[config.mk]
export PLATFORM = sky130hd
export DESIGN_NAME = quadrature_encoder
export DESIGN_NICKNAME = d
export VERILOG_FILES = /design/src/rtl/encoder_pkg.sv /design/src/rtl/encoder_debounce.sv /design/src/rtl/quadrature_encoder.sv
export SDC_FILE = /design/constraint.sdc
export NUM_CORES = 1
export LEC_CHECK = 0
export CORE_MARGIN = 2
export CORE_UTILIZATION = 40
export CTS_BUF_LIST = sky130_fd_sc_hd__clkbuf_4 sky130_fd_sc_hd__clkbuf_8
export DETAILED_ROUTE_END_ITERATION = 16
export PLACE_DENSITY_LB_ADDON = 0.25
export SYNTH_ARGS = -nofsm -noshare
export SYNTH_HDL_FRONTEND = slang
export SYNTH_SLANG_ARGS = --single-unit
[constraint.sdc]
create_clock -name i_Clk -period 1.6 [get_ports i_Clk]
set_clock_uncertainty 0.15 [all_clocks]
set_input_delay 0.24 -clock i_Clk [delete_from_list [all_inputs] [get_ports i_Clk]]
set_output_delay 0.24 -clock i_Clk [all_outputs]
set_load 0.02 [all_outputs]
[src/rtl/encoder_pkg.sv]
// Shared types and the Gray-transition decoder for the quadrature encoder.
// Clockwise order of S = {A,B} is 00 -> 10 -> 11 -> 01 -> 00.
package encoder_pkg;

   typedef logic [1:0] gray_t;

   typedef enum logic [1:0] {
      DIR_NONE = 2'd0,
      DIR_CW   = 2'd1,
      DIR_CCW  = 2'd2,
      DIR_ERR  = 2'd3
   } dir_e;

   function automatic gray_t cw_next(input gray_t s);
      gray_t n;
      case (s)
         2'b00:   n = 2'b10;
         2'b10:   n = 2'b11;
         2'b11:   n = 2'b01;
         default: n = 2'b00;
      endcase
      return n;
   endfunction

   // Any two-bit change is neither successor nor predecessor, so it lands on DIR_ERR.
   function automatic dir_e decode_dir(input gray_t prev, input gray_t curr);
      dir_e d;
      if (curr == prev)
         d = DIR_NONE;
      else if (curr == cw_next(prev))
         d = DIR_CW;
      else if (prev == cw_next(curr))
         d = DIR_CCW;
      else
         d = DIR_ERR;
      return d;
   endfunction

endpackage

[src/rtl/encoder_debounce.sv]
// Single-channel filter: the output follows the input only after
// DEBOUNCE_CYCLES consecutive samples that differ from the current output.
module encoder_debounce #(
   parameter int DEBOUNCE_CYCLES = 8
) (
   input  logic i_Clk,
   input  logic i_Rst,
   input  logic i_D,
   output logic o_Q
);

   localparam int CNT_W = (DEBOUNCE_CYCLES > 1) ? $clog2(DEBOUNCE_CYCLES) : 1;
   localparam logic [CNT_W-1:0] CNT_LAST = CNT_W'(DEBOUNCE_CYCLES - 1);
   localparam logic [CNT_W-1:0] CNT_ONE  = CNT_W'(1);

   logic [CNT_W-1:0] cnt;

   always_ff @(posedge i_Clk or posedge i_Rst) begin
      if (i_Rst) begin
         o_Q <= 1'b0;
         cnt <= '0;
      end else if (i_D == o_Q) begin
         cnt <= '0;
      end else if (cnt == CNT_LAST) begin
         o_Q <= i_D;
         cnt <= '0;
      end else begin
         cnt <= cnt + CNT_ONE;
      end
   end

endmodule

[src/rtl/quadrature_encoder.sv]
// Rotary encoder decoder: synchronise A/B, track the Gray cycle, emit one
// o_Left/o_Right pulse per detent. Define ENCODER_DEBOUNCE_EN to add per-channel filters.
module quadrature_encoder
   import encoder_pkg::*;
#(
   parameter int STEPS_PER_DETENT = 4,
   parameter int DEBOUNCE_CYCLES  = 8
) (
   input  logic i_Clk,
   input  logic i_Rst,
   input  logic i_A,
   input  logic i_B,
   output logic o_Left,
   output logic o_Right
);

   localparam int ACC_W = $clog2(STEPS_PER_DETENT) + 2;
   localparam logic signed [ACC_W-1:0] ACC_POS = ACC_W'(STEPS_PER_DETENT);
   localparam logic signed [ACC_W-1:0] ACC_NEG = -ACC_POS;
   localparam logic signed [ACC_W-1:0] ACC_ONE = ACC_W'(1);

   if (!(STEPS_PER_DETENT == 1 || STEPS_PER_DETENT == 2 || STEPS_PER_DETENT == 4) ||
       DEBOUNCE_CYCLES < 1) begin : g_bad_param
      $error("quadrature_encoder: illegal STEPS_PER_DETENT or DEBOUNCE_CYCLES");
   end

   gray_t sync1, sync2;
   gray_t ab_filt;
   gray_t prev;
   logic signed [ACC_W-1:0] acc, acc_next, acc_step;
   logic left_next, right_next;
   dir_e dir;

   always_ff @(posedge i_Clk or posedge i_Rst) begin
      if (i_Rst) begin
         sync1 <= 2'b00;
         sync2 <= 2'b00;
      end else begin
         sync1 <= {i_A, i_B};
         sync2 <= sync1;
      end
   end

`ifdef ENCODER_DEBOUNCE_EN
   encoder_debounce #(.DEBOUNCE_CYCLES(DEBOUNCE_CYCLES)) u_debounce_a (
      .i_Clk (i_Clk),
      .i_Rst (i_Rst),
      .i_D   (sync2[1]),
      .o_Q   (ab_filt[1])
   );

   encoder_debounce #(.DEBOUNCE_CYCLES(DEBOUNCE_CYCLES)) u_debounce_b (
      .i_Clk (i_Clk),
      .i_Rst (i_Rst),
      .i_D   (sync2[0]),
      .o_Q   (ab_filt[0])
   );
`else
   assign ab_filt = sync2;
`endif

   always_comb begin
      dir        = decode_dir(prev, ab_filt);
      acc_next   = acc;
      acc_step   = acc;
      left_next  = 1'b0;
      right_next = 1'b0;
      case (dir)
         DIR_CW: begin
            acc_step = acc + ACC_ONE;
            if (acc_step == ACC_POS) begin
               right_next = 1'b1;
               acc_next   = '0;
            end else begin
               acc_next = acc_step;
            end
         end
         DIR_CCW: begin
            acc_step = acc - ACC_ONE;
            if (acc_step == ACC_NEG) begin
               left_next = 1'b1;
               acc_next  = '0;
            end else begin
               acc_next = acc_step;
            end
         end
         // A skipped state means the phase is unknown; restart the detent.
         DIR_ERR:  acc_next = '0;
         default:  acc_next = acc;
      endcase
   end

   always_ff @(posedge i_Clk or posedge i_Rst) begin
      if (i_Rst) begin
         prev    <= 2'b00;
         acc     <= '0;
         o_Left  <= 1'b0;
         o_Right <= 1'b0;
      end else begin
         prev    <= ab_filt;
         acc     <= acc_next;
         o_Left  <= left_next;
         o_Right <= right_next;
      end
   end

endmodule

# Yosys cells after proc, flatten, opt, wreduce, memory -nomap -nowiden
# Cells that the tools add are included.
# Widths: inputs -> output; s select.
dict set report word_totals {
  register_bits 12
  in_bits 4
  output_inout_bits 2
  word_cells 38
}
dict set report op_classes {
  n_addsub 2
  eq_ne 12
  n_mux 15
  n_reduce_logical 3
}
# op count
set ops {}
lappend ops {{$eq 2x2->1 const B} 6}
lappend ops {{$pmux 2 s3} 2}
lappend ops {{$pmux 4 s3} 1}
lappend ops {{$mux 2} 5}
lappend ops {{$mux 4} 2}
lappend ops {{$eq 2x2->1} 3}
lappend ops {{$mux 1} 5}
lappend ops {{$add 4x2->4 const B} 1}
lappend ops {{$eq 4x3->1 const B} 1}
lappend ops {{$eq 4x4->1 const B} 1}
lappend ops {{$logic_not 2->1} 2}
lappend ops {{$sub 4x2->4 const B} 1}
lappend ops {{$reduce_bool 3->1} 1}
lappend ops {{$eq 2x1->1 const B} 1}

# Depth between registers and ports, before layout
# Gate-level depths: netlist of run 1.
dict set report logic_depth {
  ltp_word 12
  depth_mapped 6
  depth_no_buf 6
}

# Least setup slack after synthesis of run 1
# No wires, ideal clock.
dict set report synth_timing {
  path_kind {register to register}
  from {register acc[0]}
  to {register acc[1]}
  setup_time_ns 0.104
  t_arrival_ns 1.490
  required_ns 1.346
  path_slack_ns -0.144
  stages_incl_launch_ff 7
  path_buffers 0
  synth_period_minus_slack_ns 1.744
  path_cell_list {dfrtp_1 inv_1 ha_1 mux2_2 nor2_1 a21oi_1 a221oi_1}
}
dict set report synth_via {
  elab_chain_len 4
  word_cells_on_any_way 7
  cone_classes {2 x add/sub; 2 x eq/ne; 3 x mux}
}
# item line
set synth_lines {}
lappend synth_lines {{from (decl)} quadrature_encoder.sv:30} ;# logic signed [ACC_W-1:0] acc, acc_next, acc_step;
lappend synth_lines {{from (signal assigned)} quadrature_encoder.sv:101} ;# acc <= acc_next;
lappend synth_lines {{$sub 4x2->4 / $add 4x2->4 (equally long branches)} {quadrature_encoder.sv:79, quadrature_encoder.sv:70}}
lappend synth_lines {{$eq 4x3->1 / $eq 4x4->1 (equally long branches)} {quadrature_encoder.sv:80, quadrature_encoder.sv:71}}
lappend synth_lines {{$mux 4, on equally long branches} {quadrature_encoder.sv:80, quadrature_encoder.sv:71}}
lappend synth_lines {{$pmux 4 s3 *} quadrature_encoder.sv:68} ;# case (dir)
# Every way passes the cells marked *; elsewhere a longest branch is shown, timed or not.
# A chain may end at the register's enable or synchronous reset.

# Final worst setup path of run 1
# Same ends and word-level chain as after synthesis.

==> qor.yml, run 1 <==
sta:
  max_freq_mhz: 623
  hold_viol: 0
  rsz0062_at_grt: "yes"
  min_period_over_period_pct: 100
  finalSetupViolCount: 1
  min_period_ns: 1.61
  max_slew_margin_pct: 70.4
  drv_slew: 0
  fin_hold_ws_ns: 0.118
  worst_slew_pin_slew_ns: 0.444
  fin_ws_ns: -0.00528
routing:
  vias_per_cell: 5.35
  first_pass_iters: 4
  wl_per_cell_um: 14.1
  drc: 0
  vias: 562
  antenna_left: 0
  drt-total-wl_mm: 1.48
  drtIter0Drc: 6
run_status:
  outcome: "complete, but fails checks"
  violations: "negative setup slack"
finish:
  diodes: 0
  fin_nets: 97
  fin_util_pct: 64.8
  area_growth_pct: 50.3
  fillers: 125
  stdcell_area_um2: 987
  drive_gt1_share_pct: 44.9
logic_synthesis:
  synth_warnings: 0
  synth_area_um2: 657
  synth_cells: 66
  post_synth.cell_area_avg_um2: 9.95
  synth.area.mux_share_pct: 1.71
  synth_cell_type_count: 30
  yosysMostFrequentCell: "dfrtp_1"
  syn-num-nets: 73
  synth_largest_area_cell: "dfrtp_1"
  synth-simple-area-share_pct: 21.9
  netlist.area_leader.share_pct: 45.7
  yosys.area_share.adder_pct: 5.71
  synth_compound_area_share_pct: 12.2
  synth_seq_cells: 12
  synthTopCellsByArea: "dfrtp_1 46%, ha_1 5.7%, xnor2_1 4.0%"
  postSynth.asyncResetShare_pct: 100
  synth-xor-area-share_pct: 7.81
  synth_seq_area_share_pct: 45.7
  synth_top_family_by_area: "simple AND/OR/NAND/NOR gates"
  synth-edff-count: 0
  synth_top_cells_by_count: "12 x dfrtp_1, 5 x inv_1, 4 x nand3_1, 4 x o21ai_0"
  synthFlopType: "dfrtp_1"
clock_network:
  clock_latency_ns: 0.27
  clk_pin_slew_ns: 0.07
  ctsRootBufferMaster: "clkbuf_4"
  cts_htree_levels: 1
  cts_buffer_depth: 2
  postCtsHoldBufs: 0
  cts_sinks: 12
  cts_tree: "yes"
  cts_buffers: 3
die:
  die_area_um2: 1980
  start_util_pct: 43.1
  die_w_um: 44.5
  fp.dieH_um: 44.5
  num_rows: 14
  pin_count: 6
  fp.coreArea_um2: 1520
critical_path:
  setup.worst_path.end: "acc[1]$_DFFE_PP0P_"
  critPathMaxFanout: 3
  crit_start: "acc[0]$_DFFE_PP0P_"
  crit_type: "flop to flop"
  critPathLaunchType: "flop"
  r2r_end: "acc[1]$_DFFE_PP0P_"
  required_ns: 1.64
  ff2ff_path_depth: 6
  r2r_setup_slack_ns: -0.005
  worstPathArrival_ns: 1.64
  cp-end-kind: "flop"
  r2r-start: "acc[0]$_DFFE_PP0P_"
pwr:
  vdd_drop_max_mv: 0.845
  power_density_nw_per_um2: 1310
  power_leakage_nw: 0.444
global_route:
  grt_usage_pct: 18.4
  gr-usage-met2_pct: 28.4
  met1_usage_pct: 22.0
  met3_usage_pct: 3.67
  grt_pass1_wl_mm: 2.52
  antenna_found_initial: 0
  top_usage_layer: "met2"
  grt_start_max_net_pins: 13
  gr-total-overflow: 0
  first_global_vias: 558
placement:
  gp_congestion: 0.864
  placed_area_um2: 832
  dp_hpwl_mm: 1.07
  io_buffers: 5
  pre_cts_ws_ns: -0.104
hold_path:
  hold_path_class: "input pin to async pin"
run:
  maxCapViolCount: 0
[worst max-delay path: stages, from the launching register on]
cell and delay, ns:
dfrtp_2 0.43, inv_2 0.09, ha_4 0.21, mux2_4 0.32, nor2_4 0.09, a21oi_2 0.04
a221oi_2 0.21
[cell families (layout without fill, tap and decap cells)]
| logic type | Yosys count | count (layout) |
|---|---|---|
| flip-flops | 12 | 12 |
| AO/OA/AOI/OAI | 12 | 12 |
| multiplexers | 1 | 1 |
| AND/OR/NAND/NOR | 25 | 25 |
| adder cells (fa/ha/maj) | 3 | 3 |
| buffers and inverters | 8 | 31 |
| XOR/XNOR | 5 | 5 |
[per-layer routing]
layer / wire length [µm] / up-vias / part of all wire, %
met5: 0 / - / 0
met4: 40 / 0 / 2.7
met3: 45 / 5 / 3.0
met2: 797 / 11 / 54
met1: 598 / 263 / 40
li1: - / 283 / -
[through the flow]
stage | setup TNS [ns] | std cells | total power [W]
final | -0.00528 | 105 | 0.00129
after global routing | -0.198 | 105 | 0.00138
after CTS | -0.0747 | 105 | 0.00120
after detailed placement | -0.125 | 98 | 0.000871
after global placement | -0.0404 | 98 | 0.000850
after floorplan | -0.0794 | 66 | 0.000701
[flip-flops by register name, indices dropped and copies added, names as in the netlist]
register and cells:
acc 4, ab_filt 2, prev 2, sync1 2
o_Left 1, o_Right 1
[power breakdown]
| part | internal, W | leakage (nW) | switching [W] |
|---|---|---|---|
| Sequential | 0.000351 | 0.148 | 0.0000844 |
| Clock | 0.000138 | 0.0210 | 0.000101 |
| Combinational | 0.000333 | 0.275 | 0.000281 |
| Total | 0.000822 | 0.444 | 0.000466 |
[how the worst min path moves through the flow]
stage                       startpoint                    to  depth (start not counted)
finish                           i_Rst    sync1[1]$_DFF_PP0_                          2
global route                     i_Rst      o_Left$_DFF_PP0_                          2
CTS                              i_Rst    sync1[1]$_DFF_PP0_                          2
detailed placement  sync1[0]$_DFF_PP0_  ab_filt[0]$_DFF_PP0_                          0
global placement    sync1[1]$_DFF_PP0_  ab_filt[1]$_DFF_PP0_                          0
floorplan                        i_Rst  ab_filt[0]$_DFF_PP0_                          1
[cell type report]
type | count | area [µm²] | area share (%)
clock buffers | 4 | 36.3 | 3.68
inverters | 5 | 18.8 | 1.90
multi-input cells | 46 | 428 | 43.3
flip-flops and latches | 12 | 302 | 30.5
well taps | 16 | 20.0 | 2.03
repair buffers | 22 | 183 | 18.5
[placed cells by master (no fill, tap or decap), types with 2 or more instances in the layout]
cell type / n
buf_4: 16
dfrtp_1: 11
nand3_1: 4
xnor2_1: 3
nand2_1: 3
inv_1: 3
o21ai_0: 3
nand4_1: 3
ha_4: 3
clkbuf_4: 3
clkdlybuf4s50_1: 3
inv_2: 2
nand2b_1: 2
nor2_1: 2
a21oi_2: 2
[repair_timing]
item,in CTS,in global routing
pin swaps,5,9
setup buffers,3,0
gates resized for setup,10,12
hold endpoints to repair,0,0
setup endpoints to repair,5,5
(Power assumes the default switching activity.)
==> run 2, diff against run 1 <==
- DONT_BUFFER_PORTS: unset -> 1
- MAX_ROUTING_LAYER: unset -> met4
==> qor.yml, run 2 (synthesis gave the netlist of run 1 again) <==
clock_network:
  cts_tree: "yes"
  cts_htree_levels: 1
  clk_pin_slew_ns: 0.08
  clock_latency_ns: 0.27
  ctsRootBufferMaster: "clkbuf_4"
  cts_sinks: 12
  cts_buffer_depth: 2
  cts_buffers: 3
routing:
  drt-total-wl_mm: 1.30
  drc: 0
  vias: 555
  drtIter0Drc: 13
  first_pass_iters: 3
  wl_per_cell_um: 12.6
  antenna_left: 0
  vias_per_cell: 5.39
finish:
  fin_nets: 95
  top_register: "acc"
  diodes: 0
  layout_commonest_cell: "buf_4"
  drive_gt1_share_pct: 47.1
  largest_reg_flops: 4
  area_growth_pct: 44.6
  layout_common_cells: "17 x buf_4, 9 x dfrtp_1, 4 x nand3_1"
  stdcell_count: 103
global_route:
  antenna_found_initial: 0
  first_global_vias: 559
  grt_usage_pct: 16.3
  grt_start_max_net_pins: 13
  gr-total-overflow: 0
  grt_pass1_wl_mm: 2.33
sta:
  worst_slew_pin_slew_ns: 0.438
  rsz0062_at_grt: "yes"
  finalSetupViolCount: 0
  min_period_ns: 1.59
  max_freq_mhz: 628
  max_slew_margin_pct: 70.8
  drv_slew: 0
  fin_hold_ws_ns: 0.194
  min_period_over_period_pct: 99.5
  hold_viol: 0
placement:
  gp_congestion: 0.869
  place_inst: 94
  dp_hpwl_um: 938
  io_buffers: 0
run:
  maxCapViolCount: 0
pwr:
  power_leakage_nw: 0.414
  power.switching_w: 0.000456
  p_int_w: 0.000810
  clock_power_share_pct: 19.1
  vdd_drop_max_mv: 0.601
  power_density_nw_per_um2: 1330
  power_frac_comb_pct: 45.8
  switching_share_pct: 36.0
  seq_power_share_pct: 35.1
die:
  die_w_um: 44.5
  num_rows: 14
  fp.coreArea_um2: 1520
  pin_count: 6
  die_area_um2: 1980
  start_util_pct: 43.1
  fp.dieH_um: 44.5
critical_path:
  required_ns: 1.64
  crit_slowest_cell: "dfrtp_2"
  critPathMaxFanout: 4
  critPathLaunchType: "flop"
  r2r_setup_slack_ns: 0.008
  cpPeakStageDelay_ns: 0.42
  cp-end-kind: "flop"
  path_cells: "buf_4 > ha_2 > nand2b_1 > nor4_2 > or3_1 > o22ai_2"
  crit_type: "flop to flop"
  worstPathArrival_ns: 1.63
hold_path:
  hold_path_class: "flop to flop"
run_status:
  outcome: "finished, final reports clean"
## run 2: changes by cell type in the layout (fill, tap and decap cells not counted), moves of 2 or more
cell	change
clkdlybuf4s50_1	-3
dfrtp_1	-2
dfrtp_2	+2
dlygate4sd3_1	+3
ha_4	-2
## run 2: power by group through the flow
| stage | clock network [W] | registers (W) | logic, W |
|---|---|---|---|
| 4_1_cts | 0.000248 | 0.000430 | 0.000487 |
| 6_report | 0.000241 | 0.000444 | 0.000580 |
| 3_3_place_gp | 0 | 0.000430 | 0.000427 |
| 3_5_place_dp | 0 | 0.000431 | 0.000434 |
| 5_1_grt | 0.000263 | 0.000453 | 0.000639 |
| 2_1_floorplan | 0 | 0.000396 | 0.000304 |
## run 2: metal layers
layer,share of wire (%),track usage (%),vias to the layer above
met1,46,20.0,272
met2,50,26.4,6
li1,-,-,277
met4,0,1.82,0
met3,3.0,6.12,0
met5,0,-,-
## run 2: final timing paths
check / from / end / cells after the start
max: acc[0]$_DFFE_PP0P_ / acc[0]$_DFFE_PP0P_ / 6
max in group asynchronous: i_Rst / acc[0]$_DFFE_PP0P_ / 2
min: sync1[0]$_DFF_PP0_ / ab_filt[0]$_DFF_PP0_ / 0
max reg2reg: acc[0]$_DFFE_PP0P_ / acc[0]$_DFFE_PP0P_ / 6
min in group asynchronous: i_Rst / o_Right$_DFF_PP0_ / 2
min reg2reg: sync1[0]$_DFF_PP0_ / ab_filt[0]$_DFF_PP0_ / 0
## run 2: layout make-up
class	instances	area [µm²]
fillers	121	574
clock buffers	4	36.3
repair buffers	20	158
flip-flops and latches	12	304
multi-input cells	46	413
well taps	16	20.0
inverters	5	18.8
## run 2: timing repair
item | CTS | global route
buffers inserted | 1 | 1
pin swaps | 3 | 11
endpoints found under the setup margin | 3 | 5
hold endpoints to repair | 14 | 0
hold buffers | 3 | 0
gates resized for setup | 6 | 13
## run 2: worst max-delay path, delay by kind of cell, from the launching register on
kind	cells	cell delay (ns)
buffers and inverters	1	0.15
adder cells (fa/ha/maj)	1	0.20
AO/OA/AOI/OAI	1	0.12
flip-flops	1	0.42
AND/OR/NAND/NOR	3	0.48
## run 2: stage by stage
| stage | util [%] | total power [W] | setup TNS [ns] | area, µm² | setup WS (ns) |
|---|---|---|---|---|---|
| 2_1_floorplan | - | 0.000701 | -0.0794 | 671 | -0.0794 |
| 3_3_place_gp | 51.8 | 0.000856 | -0.0788 | 790 | -0.0361 |
| 3_5_place_dp | 51.8 | 0.000865 | -0.116 | 790 | -0.0509 |
| 4_1_cts | 57.9 | 0.00117 | -0.0880 | 882 | -0.0501 |
| 5_1_grt | 62.3 | 0.00135 | -0.167 | 950 | -0.0583 |
| 6_report | 62.3 | 0.00127 | 0 | 950 | 0.00835 |
